===== src/rtl/l1_pkg.sv =====
// Shared types and address helpers for the L1 lookup/refill sequencing logic.
// Set-index width and way count come from the global core configuration macros.
`ifndef CORE_IDX_WIDTH
`define CORE_IDX_WIDTH 6
`endif
`ifndef L1_WAY_NUM
`define L1_WAY_NUM 4
`endif

package l1_pkg;

  localparam int L1_IDX_W = `CORE_IDX_WIDTH;
  localparam int L1_WAYS  = `L1_WAY_NUM;

  typedef enum logic [2:0] {
    ST_INIT,
    ST_IDLE,
    ST_LOOKUP,
    ST_MISS_REQ,
    ST_MISS_WAIT,
    ST_REPLAY
  } l1_state_e;

  // Byte-offset bits inside one line of beats*beat_w bits.
  function automatic int line_offset_w(input int beats, input int beat_w);
    return $clog2(beats * beat_w / 8);
  endfunction

  localparam int LINE_OFFSET_W = line_offset_w(4, 32);

  function automatic logic [L1_IDX_W-1:0] idx_of(input logic [63:0] addr, input int off);
    return L1_IDX_W'(addr >> off);
  endfunction

  function automatic logic [63:0] tag_of(input logic [63:0] addr, input int off);
    return addr >> (off + L1_IDX_W);
  endfunction

endpackage


===== src/rtl/l1_miss_timer.sv =====
// Watchdog counter for the refill wait: counts enabled cycles since the last clear.
// expire is combinational from the count and holds until clear; count saturates at LIMIT.
module l1_miss_timer
#(
  parameter int LIMIT = 1024
)
(
  input  logic clk,
  input  logic rst_n,
  input  logic clear,
  input  logic enable,
  output logic expire
);

  localparam int CW = $clog2(LIMIT + 1);

  logic [CW-1:0] cnt;

  always_ff @(posedge clk or negedge rst_n) begin
    if (!rst_n) begin
      cnt <= '0;
    end else if (clear) begin
      cnt <= '0;
    end else if (enable && !expire) begin
      cnt <= cnt + CW'(1);
    end
  end

  assign expire = (cnt == CW'(LIMIT));

endmodule


===== src/rtl/l1_miss_ctrl.sv =====
// L1 lookup sequencer: hit answers one cycle after accept; a miss fetches, refills and replays the lookup.
// Accepts only in IDLE (one outstanding miss); optional refill watchdog under L1_MISS_TIMEOUT_EN.
module l1_miss_ctrl
  import l1_pkg::*;
#(
  parameter int ADDR_W      = 32,
  parameter int BEAT_W      = 32,
  parameter int LINE_BEATS  = 4,
  parameter int TIMEOUT_CYC = 1024
)
(
  input  logic                          clk,
  input  logic                          rst_n,
  input  logic                          core_req_val,
  input  logic [ADDR_W-1:0]             core_req_addr,
  output logic                          core_req_rdy,
  output logic                          core_rsp_val,
  output logic                          core_rsp_err,
  output logic                          lookup_req,
  output logic [`CORE_IDX_WIDTH-1:0]    lookup_idx,
  input  logic                          lookup_ready,
  input  logic                          hit,
  input  logic                          evict_val,
  input  logic [`L1_WAY_NUM-1:0]        way_vect,
  output logic                          mem_req_val,
  output logic [ADDR_W-1:0]             mem_req_addr,
  input  logic                          mem_req_ack,
  input  logic                          mem_rsp_val,
  input  logic [BEAT_W-1:0]             mem_rsp_data,
  output logic                          refill_we,
  output logic [`L1_WAY_NUM-1:0]        refill_way,
  output logic [`CORE_IDX_WIDTH-1:0]    refill_idx,
  output logic [$clog2(LINE_BEATS)-1:0] refill_beat,
  output logic [BEAT_W-1:0]             refill_data,
  output logic                          refill_tag_we,
  output logic                          evict_pulse
);

  localparam int OFF = line_offset_w(LINE_BEATS, BEAT_W);
  localparam int BW  = $clog2(LINE_BEATS);

  l1_state_e                   state;
  logic [ADDR_W-OFF-1:0]       line_q;
  logic [`L1_WAY_NUM-1:0]      way_q;
  logic [BW-1:0]               beat_q;

  logic                        accept;
  logic                        in_wait;
  logic                        beat_fire;
  logic                        last_beat;
  logic                        timeout;
  logic [ADDR_W-1:0]           line_addr;
  logic [`CORE_IDX_WIDTH-1:0]  line_idx;

  assign accept    = (state == ST_IDLE) && core_req_val;
  assign in_wait   = (state == ST_MISS_WAIT);
  assign beat_fire = in_wait && mem_rsp_val;
  assign last_beat = (beat_q == BW'(LINE_BEATS - 1));
  assign line_addr = {line_q, {OFF{1'b0}}};
  assign line_idx  = idx_of(64'(line_addr), OFF);

`ifdef L1_MISS_TIMEOUT_EN
  logic tmr_expire;

  // A beat restarts the window, so only a silent memory trips the watchdog.
  l1_miss_timer #(
    .LIMIT (TIMEOUT_CYC)
  ) u_timer (
    .clk    (clk),
    .rst_n  (rst_n),
    .clear  (!in_wait || mem_rsp_val),
    .enable (in_wait),
    .expire (tmr_expire)
  );

  assign timeout = in_wait && !mem_rsp_val && tmr_expire;
`else
  assign timeout = 1'b0;
`endif

  always_ff @(posedge clk or negedge rst_n) begin
    if (!rst_n) begin
      state  <= ST_INIT;
      line_q <= '0;
      way_q  <= '0;
      beat_q <= '0;
    end else begin
      case (state)
        ST_INIT: begin
          if (lookup_ready) state <= ST_IDLE;
        end
        ST_IDLE: begin
          if (core_req_val) begin
            line_q <= core_req_addr[ADDR_W-1:OFF];
            state  <= ST_LOOKUP;
          end
        end
        ST_LOOKUP: begin
          if (hit) begin
            state <= ST_IDLE;
          end else begin
            way_q <= way_vect;
            state <= ST_MISS_REQ;
          end
        end
        ST_MISS_REQ: begin
          if (mem_req_ack) begin
            beat_q <= '0;
            state  <= ST_MISS_WAIT;
          end
        end
        ST_MISS_WAIT: begin
          if (mem_rsp_val) begin
            beat_q <= beat_q + BW'(1);
            if (last_beat) state <= ST_REPLAY;
          end else if (timeout) begin
            state <= ST_IDLE;
          end
        end
        ST_REPLAY: begin
          state <= ST_LOOKUP;
        end
        default: begin
          state <= ST_INIT;
        end
      endcase
    end
  end

  assign core_req_rdy  = (state == ST_IDLE);
  assign core_rsp_val  = (state == ST_LOOKUP) && hit;
  assign core_rsp_err  = timeout;
  assign evict_pulse   = (state == ST_LOOKUP) && !hit && evict_val;

  // The replay re-presents the latched set so LRU and tag state update through the normal path.
  assign lookup_req    = accept || (state == ST_REPLAY);
  assign lookup_idx    = accept ? idx_of(64'(core_req_addr), OFF) :
                         (state == ST_REPLAY) ? line_idx : '0;

  assign mem_req_val   = (state == ST_MISS_REQ);
  assign mem_req_addr  = mem_req_val ? line_addr : '0;

  assign refill_we     = beat_fire;
  assign refill_way    = beat_fire ? way_q : '0;
  assign refill_idx    = beat_fire ? line_idx : '0;
  assign refill_beat   = beat_fire ? beat_q : '0;
  assign refill_data   = beat_fire ? mem_rsp_data : '0;
  assign refill_tag_we = beat_fire && last_beat;

endmodule


===== config.mk =====
export PLATFORM = sky130hd
export DESIGN_NAME = l1_miss_ctrl
export DESIGN_NICKNAME = d
export VERILOG_FILES = /design/src/rtl/l1_pkg.sv /design/src/rtl/l1_miss_timer.sv /design/src/rtl/l1_miss_ctrl.sv
export SDC_FILE = /design/constraint.sdc
export NUM_CORES = 1
export LEC_CHECK = 0
export ABC_CLOCK_PERIOD_IN_PS = 1650
export CORE_ASPECT_RATIO = 2
export CORE_MARGIN = 2
export CORE_UTILIZATION = 34
export CTS_BUF_LIST = sky130_fd_sc_hd__clkbuf_4 sky130_fd_sc_hd__clkbuf_8 sky130_fd_sc_hd__clkbuf_16
export DETAILED_ROUTE_END_ITERATION = 12
export PLACE_DENSITY = 0.8
export SYNTH_ARGS = -nofsm -noshare
export SYNTH_HDL_FRONTEND = slang
export SYNTH_SLANG_ARGS = --single-unit

===== constraint.sdc =====
create_clock -name clk -period 1.65 [get_ports clk]
set_input_delay 0.33 -clock clk [delete_from_list [all_inputs] [get_ports clk]]
set_output_delay 0.33 -clock clk [all_outputs]
set_load 0.01 [all_outputs]

==> impl_metrics.py <==
metrics = {
    "run_status": {
        "status": "complete, but fails checks",
        "failing_checks": "setup timing",
    },
    "clock_network": {
        "clock_slew_at_reported_path_ffs_ns": 0.06,
        "cts_tree": "built",
        "cts.sinks": 37,
        "clk_path_buf_depth": 2,
        "tritoncts.num_buffers": 5,
        "clock_latency_ns": 0.28,
        "ctsRootBufferMaster": "sky130_fd_sc_hd__clkbuf_16",
        "ctsHtreeMaxLevel": 2,
    },
    "floorplan": {
        "start_util": 0.352,
        "die_area_um2": 7280,
        "num_io_pins": 166,
        "die_x_um": 61.4,
        "rows": 41,
        "die_height_um": 119,
        "design.core.area_um2": 6360,
    },
    "synthesis": {
        "synth_area_per_cell_um2": 11.5,
        "yosysWarningCount": 0,
        "synth_adder_area_share": 0.00559,
        "synth_mux_area_frac": 0.211,
        "synthDistinctLibCells": 28,
        "synth_compound_gate_area_share": 0.0453,
        "synth_top_family_by_area": "simple AND/OR/NAND/NOR gates",
        "synth_seq_cells": 37,
        "post_synth_xor_area_fraction": 0,
        "post_synth_and_or_nand_nor_area_fraction": 0.256,
        "seq_total_area_yosys": 0.414,
        "syn_area_um2": 2240,
        "post_synth_inst_count": 195,
    },
    "critical_path": {
        "worstSetupStartpointType": "flip-flop",
        "crit_path_cell_trace": "and4bb_2 -> buf_6 -> clkbuf_16 -> and2_1 -> buf_2",
        "crit-reg2reg-launch": "state[2]",
        "worst-setup-path-type": "flip-flop to output port",
        "rr_worst_depth": 6,
        "critical_path.max_fanout": 12,
        "critPathRequiredTime_ns": 1.32,
        "crit_slowest_cell": "sky130_fd_sc_hd__dfrtp_1",
        "rr_endpoint": "line_q[3]",
        "worst_setup_path_endpoint": "refill_data[30]",
        "crit_arrival_ns": 1.63,
        "slowest_delay_ns": 0.43,
        "crit_path_start": "state[0]",
        "timing.critical_path.to_type": "output port",
        "regToRegSetupSlack_ns": -0.09,
    },
    "pwr": {
        "sw_frac_of_total": 0.309,
        "cellLeakagePower_nw": 2.17,
        "internal-power_mw": 4.06,
        "power_frac_seq": 0.290,
        "highest_ir_drop_seen_on_vdd_mv": 0.869,
        "relative_contribution_of_combinational_cells_to_total_power": 0.524,
        "p_switching_mw": 1.82,
        "clock_power_share": 0.186,
        "power_per_cell_area_nw_per_um2": 1330,
    },
    "placed_design": {
        "place_congestion": 0.775,
        "placedCellCount": 441,
        "post_dp_cell_area_um2": 3990,
        "dp_hpwl_um": 5440,
        "port-buffer-count": 156,
    },
    "grt": {
        "via_count_of_the_first_global_routing_pass": 2209,
        "globalRoute.totalOverflow": 0,
        "grt_pass1_wl_um": 11200,
        "grt_antenna_before_repair": 0,
        "grt_start_max_net_pins": 25,
        "track_usage": 0.208,
    },
    "cells_and_area": {
        "seq_area_um2": 928,
        "final_net_count": 462,
        "layout.cells.most_common": "sky130_fd_sc_hd__clkdlybuf4s50_1",
        "layout-area-overhead-vs-synth_pct": 97.1,
        "final-instance-count-excl-fill": 472,
        "drive_gt1_frac": 0.549,
        "layout.cell_area.non_filler_um2": 4410,
        "final.fill_count": 523,
        "antenna_cells": 0,
        "most-common-layout-cells": "69 x sky130_fd_sc_hd__clkdlybuf4s50_1, 53 x sky130_fd_sc_hd__buf_2, 47 x sky130_fd_sc_hd__buf_6",
        "multiInputGateArea_um2": 1290,
    },
    "sta": {
        "totalNegativeSetupSlack_ns": -22.74,
        "fmax_mhz": 511,
        "finClkSkew_ns": 0.00367,
        "postLayoutSetupSlackWorst_ns": -0.308,
        "setup-violations-final": 110,
        "finalCriticalPeriod_ns": 1.96,
        "timing.final.max_slew_violations": 0,
        "grt_setup_unrepaired": "yes",
        "timing_hold_violations_final": 0,
        "timing.final.crit_share": 1.19,
    },
    "drt": {
        "wl_per_cell_um": 17.6,
        "dr.pass1.iters": 4,
        "total_vias_in_the_final_route": 2217,
        "avgViaCountPerCell": 4.70,
        "number_of_drc_markers_in_iteration_0": 39,
        "postRouteAntennaNets": 0,
        "remaining_drcs": 0,
        "routed_wirelength_um": 8290,
    },
    "flow_run": {
        "timing.max_cap.violations": 0,
    },
    "hold_path": {
        "hold_path.class": "flip-flop to flip-flop",
    },
}
[worst max-delay path, delay by kind of cell, from the launching register on]
kind	cells	cell delay [ns]
simple gates	2	0.50
flops	1	0.43
buf+inv	3	0.42
[worst min-delay path by stage]
stage / startpoint / cells past startpoint / to / slack, ns
3_3_place_gp: rst_n / 1 / way_q[0] / 0.27
2_1_floorplan: rst_n / 0 / beat_q[0] / 0.03
4_1_cts: way_q[0] / 1 / way_q[0] / 0.50
5_1_grt: line_q[17] / 1 / line_q[17] / 0.52
3_5_place_dp: rst_n / 1 / way_q[0] / 0.27
6_report: line_q[20] / 1 / line_q[20] / 0.50
[routing by layer]
layer  routed length (µm)  track usage
met3                  656       0.0438
met2                 4830        0.390
met4                  218       0.0798
met5                    0            0
met1                 2580        0.205
[power by group through the flow]
stage          combinational (mW)  clock [mW]  sequential [mW]
3_5_place_dp                 2.69           0             1.70
2_1_floorplan                1.61           0             1.55
3_3_place_gp                 2.63           0             1.68
6_report                     3.08        1.09             1.70
5_1_grt                      3.28        1.16             1.77
4_1_cts                      2.79        1.12             1.69
[timing repair]
action | CTS | global route
hold endpoints to repair | 13 | 0
resized for setup | 371 | 67
pin swaps | 21 | 16
gates cloned | 3 | 3
buffers inserted | 13 | 8
setup endpoints to repair | 99 | 111
hold buffers | 1 | 0
[registers in the layout (all words and copies together) (netlist names)]
name,cells
state,3
way_q,4
line_q,28
beat_q,2
[stage by stage]
stage / setup WS (ns) / hold slack, ns / utilization / total power, mW
6_report: -0.308 / 0.503 / 0.693 / 5.87
5_1_grt: -0.336 / 0.525 / 0.693 / 6.22
4_1_cts: -0.313 / 0.503 / 0.636 / 5.60
3_5_place_dp: -0.641 / 0.273 / 0.627 / 4.39
3_3_place_gp: -0.635 / 0.271 / 0.627 / 4.30
2_1_floorplan: 0.0868 / 0.0344 / - / 3.16
[synth_stat cells, drive strengths merged]
cell type  instances  share of area
mux2              34           0.21
nor3b              2         0.0067
nor3               2         0.0067
clkbuf             9          0.016
and4bb             2          0.011
conb               1         0.0017
nand2b             2         0.0056
nor2b              1         0.0028
o21bai             1         0.0034
a211oi             2         0.0067
and3b              2         0.0078
a22o               7          0.027
buf               12          0.050
and2              74           0.21
nand3b             1         0.0034
dfrtp             37           0.41
o21ai              1         0.0022
or2                1         0.0028
ha                 1         0.0056
a21o               1         0.0034
a21oi              1         0.0022
nand2              1         0.0017
[cells by family after synthesis]
logic type | after synthesis
flops | 37
simple gates | 88
buf+inv | 21
mux | 34
fa+ha+maj | 1
compound gates | 13
other cells | 1
[layout make-up]
cell class              instances  area share
repair buffers                200       0.434
multi-input cells             141       0.292
flip-flops and latches         37       0.211
clock buffers                   5      0.0284
well taps                      86      0.0244
clock inverters                 3      0.0105
Power figures use the tool's default switching activity.
